===== src/rtl/rainbow_sequencer.sv =====
// rainbow_sequencer: hue-wheel controller for the shared RGB PWM datapath.
// Owns the common PWM period counter and steps a 6-phase hue machine. The
// per-channel duty words are registered and only move on the edge that takes
// the PWM counter back to 0, so a channel never glitches mid-period.
module rainbow_sequencer #(
  parameter int PWM_INTERVAL     = 1200,
  parameter int DUTY_STEP        = 12,
  parameter int PERIODS_PER_STEP = 17,
  localparam int DW              = $clog2(PWM_INTERVAL + 1)
) (
  input  logic          clk,
  input  logic          rst_n,
  input  logic          en,
  output logic [DW-1:0] pwm_cnt,
  output logic          period_start,
  output logic [DW-1:0] duty_r,
  output logic [DW-1:0] duty_g,
  output logic [DW-1:0] duty_b,
  output logic [2:0]    phase
);

  // period counter needs at least one bit even when every period is a step
  localparam int PW = (PERIODS_PER_STEP > 1) ? $clog2(PERIODS_PER_STEP) : 1;

  // one extra bit so level + DUTY_STEP can never overflow before saturation
  typedef logic [DW:0] wide_t;

  typedef struct packed {
    logic [DW-1:0] r;
    logic [DW-1:0] g;
    logic [DW-1:0] b;
  } duty_t;

  localparam logic [DW-1:0] FULL     = DW'(PWM_INTERVAL);
  localparam logic [DW-1:0] CNT_LAST = DW'(PWM_INTERVAL - 1);
  localparam wide_t         FULL_W   = wide_t'(PWM_INTERVAL);
  localparam wide_t         STEP_W   = wide_t'(DUTY_STEP);
  localparam logic [PW-1:0] PER_LAST = PW'(PERIODS_PER_STEP - 1);

  // Hue wheel: one channel held at full scale, one ramping, one off.
  // Adjacent phases agree at their boundary (end L=M equals start L=0).
  function automatic duty_t duty_table(input logic [2:0] ph, input logic [DW-1:0] lvl);
    duty_t d;
    d.r = FULL;
    d.g = '0;
    d.b = '0;
    case (ph)
      3'd0: begin d.r = FULL;       d.g = lvl;        d.b = '0;         end
      3'd1: begin d.r = FULL - lvl; d.g = FULL;       d.b = '0;         end
      3'd2: begin d.r = '0;         d.g = FULL;       d.b = lvl;        end
      3'd3: begin d.r = '0;         d.g = FULL - lvl; d.b = FULL;       end
      3'd4: begin d.r = lvl;        d.g = '0;         d.b = FULL;       end
      3'd5: begin d.r = FULL;       d.g = '0;         d.b = FULL - lvl; end
      default: begin d.r = FULL;    d.g = '0;         d.b = '0;         end
    endcase
    return d;
  endfunction

  logic [DW-1:0] pwm_cnt_r;
  logic          period_start_r;
  logic [PW-1:0] period_cnt_r;
  logic [DW-1:0] level_r;
  logic [2:0]    phase_r;
  duty_t         duty_set_r;

  logic [DW-1:0] pwm_cnt_nxt_s;
  logic [PW-1:0] period_cnt_nxt_s;
  logic [DW-1:0] level_nxt_s;
  logic [2:0]    phase_nxt_s;
  duty_t         duty_nxt_s;
  wide_t         level_sum_s;
  logic          wrap_s;
  logic          step_s;

  // Next-state: free-running PWM counter, gated period counter, hue step.
  always_comb begin
    pwm_cnt_nxt_s    = pwm_cnt_r;
    period_cnt_nxt_s = period_cnt_r;
    level_nxt_s      = level_r;
    phase_nxt_s      = phase_r;
    duty_nxt_s       = duty_set_r;
    step_s           = 1'b0;
    wrap_s           = (pwm_cnt_r == CNT_LAST);
    level_sum_s      = wide_t'(level_r) + STEP_W;

    if (wrap_s) begin
      pwm_cnt_nxt_s = '0;
    end else begin
      pwm_cnt_nxt_s = pwm_cnt_r + DW'(1);
    end

    if (wrap_s && en) begin
      if (period_cnt_r == PER_LAST) begin
        period_cnt_nxt_s = '0;
        step_s           = 1'b1;
      end else begin
        period_cnt_nxt_s = period_cnt_r + PW'(1);
      end
    end else begin
      period_cnt_nxt_s = period_cnt_r;
    end

    if (step_s) begin
      if (level_r == FULL) begin
        level_nxt_s = '0;
        phase_nxt_s = (phase_r == 3'd5) ? 3'd0 : phase_r + 3'd1;
      end else begin
        phase_nxt_s = phase_r;
        if (level_sum_s > FULL_W) begin
          level_nxt_s = FULL;
        end else begin
          level_nxt_s = level_sum_s[DW-1:0];
        end
      end
      // duty follows the post-step phase/level so it lands with pwm_cnt == 0
      duty_nxt_s = duty_table(phase_nxt_s, level_nxt_s);
    end else begin
      level_nxt_s = level_r;
      phase_nxt_s = phase_r;
      duty_nxt_s  = duty_set_r;
    end
  end

  // State and output registers; reset forces the wheel back to pure red.
  always_ff @(posedge clk or negedge rst_n) begin
    if (!rst_n) begin
      pwm_cnt_r      <= '0;
      period_start_r <= 1'b1;
      period_cnt_r   <= '0;
      level_r        <= '0;
      phase_r        <= 3'd0;
      duty_set_r.r   <= FULL;
      duty_set_r.g   <= '0;
      duty_set_r.b   <= '0;
    end else begin
      pwm_cnt_r      <= pwm_cnt_nxt_s;
      period_start_r <= (pwm_cnt_nxt_s == '0);
      period_cnt_r   <= period_cnt_nxt_s;
      level_r        <= level_nxt_s;
      phase_r        <= phase_nxt_s;
      duty_set_r     <= duty_nxt_s;
    end
  end

  assign pwm_cnt      = pwm_cnt_r;
  assign period_start = period_start_r;
  assign duty_r       = duty_set_r.r;
  assign duty_g       = duty_set_r.g;
  assign duty_b       = duty_set_r.b;
  assign phase        = phase_r;

endmodule

===== config.mk =====
export PLATFORM = sky130hd
export DESIGN_NAME = rainbow_sequencer
export DESIGN_NICKNAME = d
export VERILOG_FILES = /design/src/rtl/rainbow_sequencer.sv
export SDC_FILE = /design/constraint.sdc
export NUM_CORES = 1
export LEC_CHECK = 0
export ABC_AREA = 1
export BUFFER_PORTS_ARGS = -buffer_cell sky130_fd_sc_hd__buf_2
export CAP_MARGIN = 20
export CORE_MARGIN = 1.5
export CORE_UTILIZATION = 62
export CTS_CLUSTER_SIZE = 8
export DETAILED_ROUTE_END_ITERATION = 10
export PLACE_DENSITY = 0.85
export SLEW_MARGIN = 15
export SYNTH_ARGS = -nofsm -noshare
export SYNTH_HDL_FRONTEND = slang
export SYNTH_SLANG_ARGS = --single-unit

===== constraint.sdc =====
create_clock -name clk -period 6.1 [get_ports clk]
set_input_delay 0.61 -clock clk [delete_from_list [all_inputs] [get_ports clk]]
set_output_delay 0.61 -clock clk [all_outputs]
set_load 0.01 [all_outputs]

Yosys cells after proc, flatten, opt, wreduce, memory -nomap -nowiden
Cells that the tools add are included.
- register bits: 64
- output and inout port bits: 48
- word-level logic and storage cells: 37
- $add $sub $neg: 5
- order comparisons: 1
- equality and inequality tests: 9
- mux-type cells: 11
- reduce and logical (&&, ||, !) cells: 3
- operator list (cell ; count):
    33-bit one-hot mux with 6 select lines ; 1
    11-bit two-way mux ; 4
    11-bit == test, second input constant ; 2
    11-bit by 4-bit adder with 12-bit output, second input constant ; 1
    12-bit by 11-bit > comparator with 1-bit output, second input constant ; 1
    11-bit by 1-bit adder with 11-bit output, second input constant ; 1
    11-bit zero test ; 1
    11-bit subtractor, first input constant ; 1
    3-bit == test, second input constant ; 3
    3-bit two-way mux ; 3
    3-bit by 2-bit == test with 1-bit output, second input constant ; 2
    5-bit by 1-bit adder with 5-bit output, second input constant ; 1
    5-bit == test, second input constant ; 1
    5-bit two-way mux ; 1
    3-bit by 1-bit adder with 3-bit output, second input constant ; 1
    3-bit by 1-bit == test with 1-bit output, second input constant ; 1
    3-bit zero test ; 1
    1-bit two-way mux ; 2
    1-bit logical AND ; 1

Logic depth before layout (Yosys ltp)
Gate-level depths: netlist of run 1.
- depth after elaboration: 7
- gate-level depth with buffers: 23

Worst setup path before layout of run 1
Ideal clock, no wire load.
- path kind: register to register
- start point: register level_r[2]
- end point: register duty_set_r (netlist bit duty_b[10])
- data arrival time: 2.358 ns
- required time: 5.984 ns
- setup slack: 3.625 ns
- stages on the path, launching flop included: 24
- clock period less this slack: 2.475 ns
- path through: dfrtp_1 -> inv_1 -> ha_1 -> inv_1 -> nand2_1 -> nand2_1 -> nor2_1 -> nand3_1 -> nand2_1 -> nand2_1 -> nand2_1 -> nand2_2 -> buf_12 -> nand2_1 -> ha_1 -> nand3_2 -> inv_1 -> nand2_1 -> nand2_1 -> nand3_2 -> nand3_1 -> nand2_1 -> nand2_1 -> nand2_1
- longest elaborated chain between the ends: 7
- elaborated cells between the ends (all ways): 16
- classes of those cells: add/sub (2); order compare (1); eq/ne (6); mux (6); reduce/logical (1)
- RTL lines (item ; line ; RTL):
    start, declared ; 62 ; logic [DW-1:0] level_r;
    start signal, assigned ; 139 ; level_r <= level_nxt_s;
    11-bit by 4-bit adder with 12-bit output ; 84 ; level_sum_s = wide_t'(level_r) + STEP_W;
    12-bit by 11-bit > comparator with 1-bit output ; 109 ; if (level_sum_s > FULL_W) begin
    11-bit two-way mux ; 109 ;
    11-bit two-way mux ; 104 ; if (level_r == FULL) begin
    11-bit two-way mux ; 103 ; if (step_s) begin
    11-bit subtractor ; 53 ; 3'd5: begin d.r = FULL; d.g = '0; d.b = FULL - lvl; end
    33-bit one-hot mux with 6 select lines (*) ; 47 ; case (ph)
    end signal, assigned ; 141 ; duty_set_r <= duty_nxt_s;
    end, declared ; 64 ; duty_t duty_set_r;
Mark *: on every way between the ends. The rest lies on a longest branch, timed or not. The select of a mux whose other input is x is not followed.
A chain may end at the register's enable or synchronous reset.

Final worst setup path of run 1
- start point: register level_r[2]
- end point: register duty_set_r (netlist bit duty_g[10])
- longest elaborated chain between the ends: 7
- elaborated cells between the ends (all ways): 16
- classes of those cells: add/sub (2); order compare (1); eq/ne (6); mux (6); reduce/logical (1)
- RTL lines (item ; line ; RTL):
    11-bit by 4-bit adder with 12-bit output ; 84 ;
    12-bit by 11-bit > comparator with 1-bit output ; 109 ;
    11-bit two-way mux ; 109 ;
    11-bit two-way mux ; 104 ;
    11-bit two-way mux ; 103 ;
    11-bit subtractor ; 51 ; 3'd3: begin d.r = '0; d.g = FULL - lvl; d.b = FULL; end
    33-bit one-hot mux with 6 select lines (*) ; 47 ;
Marks and branches as above.

==> metrics.txt, run 1 <==
GRT overflow=0; reg-to-reg slack, setup=between 3 and 4 ns; WL final=about 9600 um; class of the worst hold path=primary input to async pin; number of nets in the layout=approximately 570; CTS Hold Bufs=0; Final period util=roughly half; htree depth=3; total power draw=0.0008857 W; Row Count=28; diodes inserted=0; largest net degree at the start of global routing=65; postcts setup bufs=0; Final min period=between 2 and 3 ns; I/O Buffers=50; unrepaired setup endpoints after global routing=false; first-pass GRT wire length=around 16000 um; Register-to-Register Path Depth=22; most common flop cell mapped by yosys=dfrtp_1; Synthesis Warnings=0; Critical Path Sink Type=register; max-cap violations=0; Yosys reg bits=64; crit-path max cell delay=between 0.4 and 0.5 ns; Starting DRT DRC Count=318; clock-pin slew on the worst setup and hold paths=approximately 0.080 ns; die area=6599 um^2; most numerous cell in the Yosys netlist=nand2_1; max-slew violations=0; post-synth top area share=between 30 and 40%; GRT Resource Usage Total=between 30% and 40%; Crit-path slowest cell=dfrtp_1; io pins=51; Worst Clk Skew=0.01452 ns; CTS Buf Count=9; Die X=slightly above 80 um; CP Cell Sequence=inv_1 > ha_1 > inv_1 > nand2_1 > nand2_1 > nor2_1 > nand3_1 > nand2_1 > nand2_1 > nand2_1 > nand2_2 > nand2_1 > ha_1 > nand3_2 > inv_1 > nand2_1 > nand2_1 > nand3_2 > nand3_1 > nand2_1 > nand2_1 > nand2_1; pre-CTS WS=between 3 and 4 ns; cell area after placement=4078 um^2; element type at the critical path start=register; DRC=0; share of cells above drive strength 1=21.00%; post-route setup slack=3.111 ns; Critical Path Fanout Max=11; maximum vdd drop=between 0.15 and 0.2 mV; Crit path top cell by count=nand2_1; Design Area, Final=~4300 um^2; Least-Margin Pin Slew=approximately 0.80 ns; area occupied by multi-input gates=1841 um^2; CP required=around 6.3 ns; Mapped Avg Cell Area=7.515 um^2; Pwr Density=204.9 nW/um^2; worst r2r dst=duty_g[10]$_DFFE_PN0P_; worst r2r src=level_r[2]$_DFFE_PN0P_; Register Area=about 1600 um^2; gpl congestion=between 0.9 and 1; vias per std cell=5.626; Max Clk Rate=roughly 330 MHz; Initial Util=64.10%; WP data arrival=around 3.2 ns; WL/cell=roughly 15 um; initial antenna violation count=0; Synth area leader=dfrtp_1; number of global-route vias before repair=3464; post-detail-place hpwl=around 6800 um; DRT antenna net count=0; synth top area cells=dfrtp_1 39%, nand2_1 16%, inv_1 6.3%; clk root buf=clkbuf_8; fillers=approximately 460; core area=5921 um^2; final number of hold-violating endpoints=0; Synth cell types=40; 1st-pass router iterations=5; crit path kind=register to register; P_leak=2.432 nW; post-layout util=between 70% and 80%; final setup TNS=0 ns; asr flop ratio synth=100.0%; synthesized instance count=a little over 500; post-synthesis net count=slightly above 500; detailed-route via count=3584; Rel. slew slack=between 40% and 50%; CTS Sinks=64; Mapped Area=approximately 3800 um^2; final setup violation count=0; Post-CTS Resized=0; die span in y=slightly above 80 um; synth cell count leaders=164 x nand2_1, 64 x inv_1, 59 x dfrtp_1, 32 x nand3_1, 32 x o21ai_0; CTS tree=yes; number of synthesized flops with an enable pin=0; Area Growth Syn to Fin=13.91%; worst skew pair latency=around 0.36 ns; status=completed; Clock Path Buffers=2; register area share after synthesis=between 40% and 50%
-- cell usage in the layout, fill, tap and decap left out, types with 4 or more instances in the layout --
master / count
inv_2: 5
nor2_2: 6
nand3_2: 6
or2_2: 4
nand2_2: 10
buf_2: 50
ha_1: 7
nor3_1: 6
dfstp_2: 5
nand3_1: 32
o21ai_0: 32
inv_1: 64
dfrtp_1: 59
nor2_1: 29
nand2_4: 4
xor2_1: 6
o22ai_1: 10
a21oi_1: 8
nand2_1: 164
o21a_1: 4
o211ai_1: 5
nor4_1: 4
clkbuf_8: 10
nand4_1: 4
-- cell type report --
type	instances	share of cell area (%)
Tap cell	75	2.171
Inverter	70	6.078
Sequential cell	64	37.19
Clock inverter	5	2.402
Timing Repair Buffer	53	6.310
Clock buffer	11	3.271
Multi-Input combinational cell	359	42.58
-- worst max-delay path: cells and delay by family (launching register included) --
| family | cells | cell delay, ns |
|---|---|---|
| AND/OR/NAND/NOR | 17 | 1.65 |
| flip-flops | 1 | 0.41 |
| adder cells (fa/ha/maj) | 2 | 0.47 |
| buffers and inverters | 3 | 0.32 |
-- how the worst max path moves through the flow --
stage                             end                   start  depth (start not counted)
3_5_place_dp    duty_b[6]$_DFFE_PN0P_  level_r[2]$_DFFE_PN0P_                         19
4_1_cts        duty_g[10]$_DFFE_PN0P_  level_r[2]$_DFFE_PN0P_                         22
5_1_grt         duty_g[8]$_DFFE_PN0P_  level_r[2]$_DFFE_PN0P_                         22
3_3_place_gp    duty_r[7]$_DFFE_PN1P_    pwm_cnt[0]$_DFF_PN0_                         13
2_1_floorplan  duty_b[10]$_DFFE_PN0P_  level_r[2]$_DFFE_PN0P_                         23
6_report       duty_g[10]$_DFFE_PN0P_  level_r[2]$_DFFE_PN0P_                         22
-- state kept, by name (all words and copies together) (netlist names) --
register	flops
duty_b	11
duty_g	11
duty_r	11
level_r	11
period_cnt_r	5
period_start	1
phase	3
pwm_cnt	11
-- report_power, final --
| part | switching (W) | leakage [nW] | internal (W) | total (W) |
|---|---|---|---|---|
| clock network | 0.000170 | 0.124 | 0.000283 | 0.000452 |
| registers | 0 | 0.809 | 0.000424 | 0.000424 |
| logic | 0.00000809 | 1.50 | 0.000000856 | 0.00000894 |
-- cell families (layout without fill, tap and decap cells) --
logic type	count (synthesis)	after routing	synth area share, %
AND/OR/NAND/NOR	273	273	32.71
adder cells (fa/ha/maj)	7	7	2.308
XOR/XNOR	10	10	2.506
AO/OA/AOI/OAI	69	69	10.91
flip-flops	64	64	42.37
buffers and inverters	82	139	9.199
-- through the flow --
stage | hold slack (ns) | cells
final | 0.4347 | 637
after CTS | 0.4639 | 637
after global routing | 0.5004 | 637
after global placement | 0.4597 | 621
after detailed placement | 0.4597 | 621
after floorplan | 0.3144 | 505
-- layer usage --
layer / track usage (%) / vias up / routed length [um]
met5: 0 / - / 0
li1: - / 1716 / -
met3: 5.618 / 25 / 635
met2: 54.08 / 160 / 4657
met1: 40.33 / 1683 / 4090
met4: 13.79 / 0 / 257
Power figures use the tool's default switching activity.
==> inputs of run 2 (changes only) <==
ABC_AREA = 0   (was 1)
CORE_UTILIZATION = 58   (was 62)
PLACE_DENSITY = 0.8   (was 0.85)
clock period = 3 ns   (was 6.1 ns; I/O delays follow)
==> run 2 against run 1 <==
The run now ends with design-rule violations left. Register-to-register slack worse by 3.0 ns. First-iteration DRC count up 30%. Hold slack worse by 0.31 ns. Sequential cell count unchanged. Clock power up 72%. Synthesized cell count down 12%. Fmax up 3.0%. Final area up 8.2%. Global-route usage down 1.8 points. Via count up 2.2%. Worst setup slack worse by 3.0 ns. Utilization down 0.58 points. Largest power group is now sequential cells.
==> metrics.txt, run 2 <==
status=complete, but fails checks; failing checks=design-rule violations; final setup violation count=0; largest net degree at the start of global routing=65; clk root buf=clkbuf_8; number of synthesized flops with an enable pin=0; maximum vdd drop=about 0.34 mV; final setup TNS=0 ns; final number of hold-violating endpoints=0; synth top area cells=dfrtp_1 37%, nand2_1 5.1%, o21ai_0 4.1%; fillers=490; area occupied by multi-input gates=between 2000 and 2500 um^2; P_leak=between 2 and 2.5 nW; Least-Margin Pin Slew=0.8438 ns; Rel. slew slack=43.75%; element type at the critical path start=register; DRT antenna net count=0; first-pass GRT wire length=approximately 18000 um; number of nets in the layout=a little over 500; DRC=4; CTS Hold Bufs=0; Row Count=29; crit path kind=register to register; post-detail-place hpwl=~7200 um; worst r2r src=level_r[3]$_DFFE_PN0P_; most numerous cell in the Yosys netlist=dfrtp_1; htree depth=3; synthesized instance count=442; CTS Buf Count=9; pre-CTS WS=between 0.008 and 0.009 ns; core area=about 6500 um^2; Initial Util=around 61%; Pwr Density=354.9 nW/um^2; Synth area leader=dfrtp_1; Register Area=~1600 um^2; most common flop cell mapped by yosys=dfrtp_1; Clock Path Buffers=2; Yosys reg bits=64; post-route setup slack=~0.097 ns; GRT overflow=0; Inst Count DP=567; CTS Sinks=between 60 and 70; WP data arrival=between 3 and 4 ns; unrepaired setup endpoints after global routing=false; Final min period=around 2.9 ns; WL/cell=approximately 17 um; max-slew violations=0; post-synth top area share=between 30% and 40%; diodes inserted=0; Starting DRT DRC Count=roughly 410; die span in y=between 80 and 90 um; Mapped Area=between 3000 and 4000 um^2; Area Growth Syn to Fin=18.32%; Final period util=approximately 97%; max-cap violations=0; Synth cell types=72; WHS=between 0.1 and 0.15 ns; Synthesis Warnings=0; io pins=about 50; asr flop ratio synth=100.0%; WL final=around 10000 um; class of the worst hold path=primary input to async pin; post-synthesis net count=452; CTS tree=yes; clock-pin slew on the worst setup and hold paths=about 0.07 ns; I/O Buffers=50; 1st-pass router iterations=8; synth cell count leaders=59 x dfrtp_1, 54 x nand2_1, 42 x nor2_1, 32 x o21ai_0, 23 x a21oi_1; Worst Clk Skew=~0.014 ns; worst skew pair latency=~0.35 ns; initial antenna violation count=0; most frequent cells in the layout=57 x dfrtp_1, 54 x nand2_1, 50 x buf_2; detailed-route via count=around 3700; Max Clk Rate=~340 MHz; Worst setup startpoint=level_r[3]$_DFFE_PN0P_; GRT Resource Usage Total=between 30% and 40%; vias per std cell=6.272; gpl congestion=0.9270; final non-filler cell total=between 500 and 600; Critical Path Fanout Max=7; register area share after synthesis=40.66%; most common cell after layout, fill and taps aside=dfrtp_1; CP required=approximately 3.2 ns; number of global-route vias before repair=about 3600; share of cells above drive strength 1=roughly 25%; Mapped Avg Cell Area=~8.9 um^2; die area=around 7300 um^2; Critical Path Sink Type=register; Die X=roughly 86 um
## run 2: changes by cell type in the layout (fill, tap and decap cells not counted), moves of 12 or more
cell / before / now
inv_1: 64 / 6
nor2_1: 29 / 41
nand3_1: 32 / 15
a21oi_1: 8 / 23
buf_4: 3 / 27
nand2_1: 164 / 54
## run 2: worst paths after layout
kind                            cells past startpoint                      to  slack, ns
worst max-delay path                               13   duty_g[6]$_DFFE_PN0P_        0.1
worst min-delay path                                2   duty_r[2]$_DFFE_PN0P_       0.13
worst max register to register                     13   duty_g[6]$_DFFE_PN0P_        0.1
worst min register to register                      1    pwm_cnt[0]$_DFF_PN0_       0.47
max in group asynchronous                           2  level_r[2]$_DFFE_PN0P_       2.32
min in group clk                                    1    pwm_cnt[0]$_DFF_PN0_       0.47
## run 2: critical path: stages, from the launching register on
cell	delay, ns
dfrtp_1	0.39
buf_4	0.16
o21ai_4	0.21
mux2_4	0.33
o21a_4	0.25
o21ai_4	0.18
and2_4	0.19
inv_4	0.04
ha_4	0.16
o311ai_4	0.06
a21bo_4	0.31
xnor2_2	0.16
nor2_1	0.06
a221o_1	0.27
## run 2: kinds of logic (layout without fill, tap and decap cells)
group | Yosys count | in the layout | share of synthesized area [%]
compound gates | 132 | 132 | 23.16
xor+xnor | 29 | 29 | 6.424
simple gates | 169 | 169 | 22.06
fa+ha+maj | 7 | 7 | 2.215
buf+inv | 38 | 103 | 4.589
flops | 64 | 64 | 40.66
mux | 3 | 3 | 0.8860
## run 2: layer usage
layer	vias up	track usage [%]	routed length (um)
met5	-	0	0
met4	0	13.78	207
met3	20	6.545	752
met2	165	46.31	4793
met1	1759	41.44	4392
li1	1719	-	-
## run 2: where the power goes
group,switching (W),internal (W)
Clock,0.000313,0.000466
Sequential,0,0.000863
Combinational,0.0000162,0.00000176
## run 2: layout make-up
type,count,area share [%]
clock buffer,12,2.888
clock inverter,4,1.498
inverter,9,0.8291
multi-input combinational,340,48.19
sequential,64,34.42
tap,77,2.059
timing repair buffer,78,10.11
## run 2: what timing repair did
item | 4_1_cts | 5_1_grt
setup buffers | 0 | 1
setup endpoints to repair | 1 | 6
pin swaps | 0 | 3
gates resized for setup | 1 | 6
## run 2: through the flow
step / total power, W / util [%] / instance area [um^2]
6_report: 0.001660 / 72.43 / 4678
2_1_floorplan: 0.0008793 / - / 4031
3_5_place_dp: 0.0008989 / 68.73 / 4439
4_1_cts: 0.001675 / 71.93 / 4646
5_1_grt: 0.001713 / 72.43 / 4678
3_3_place_gp: 0.0008984 / 68.73 / 4439
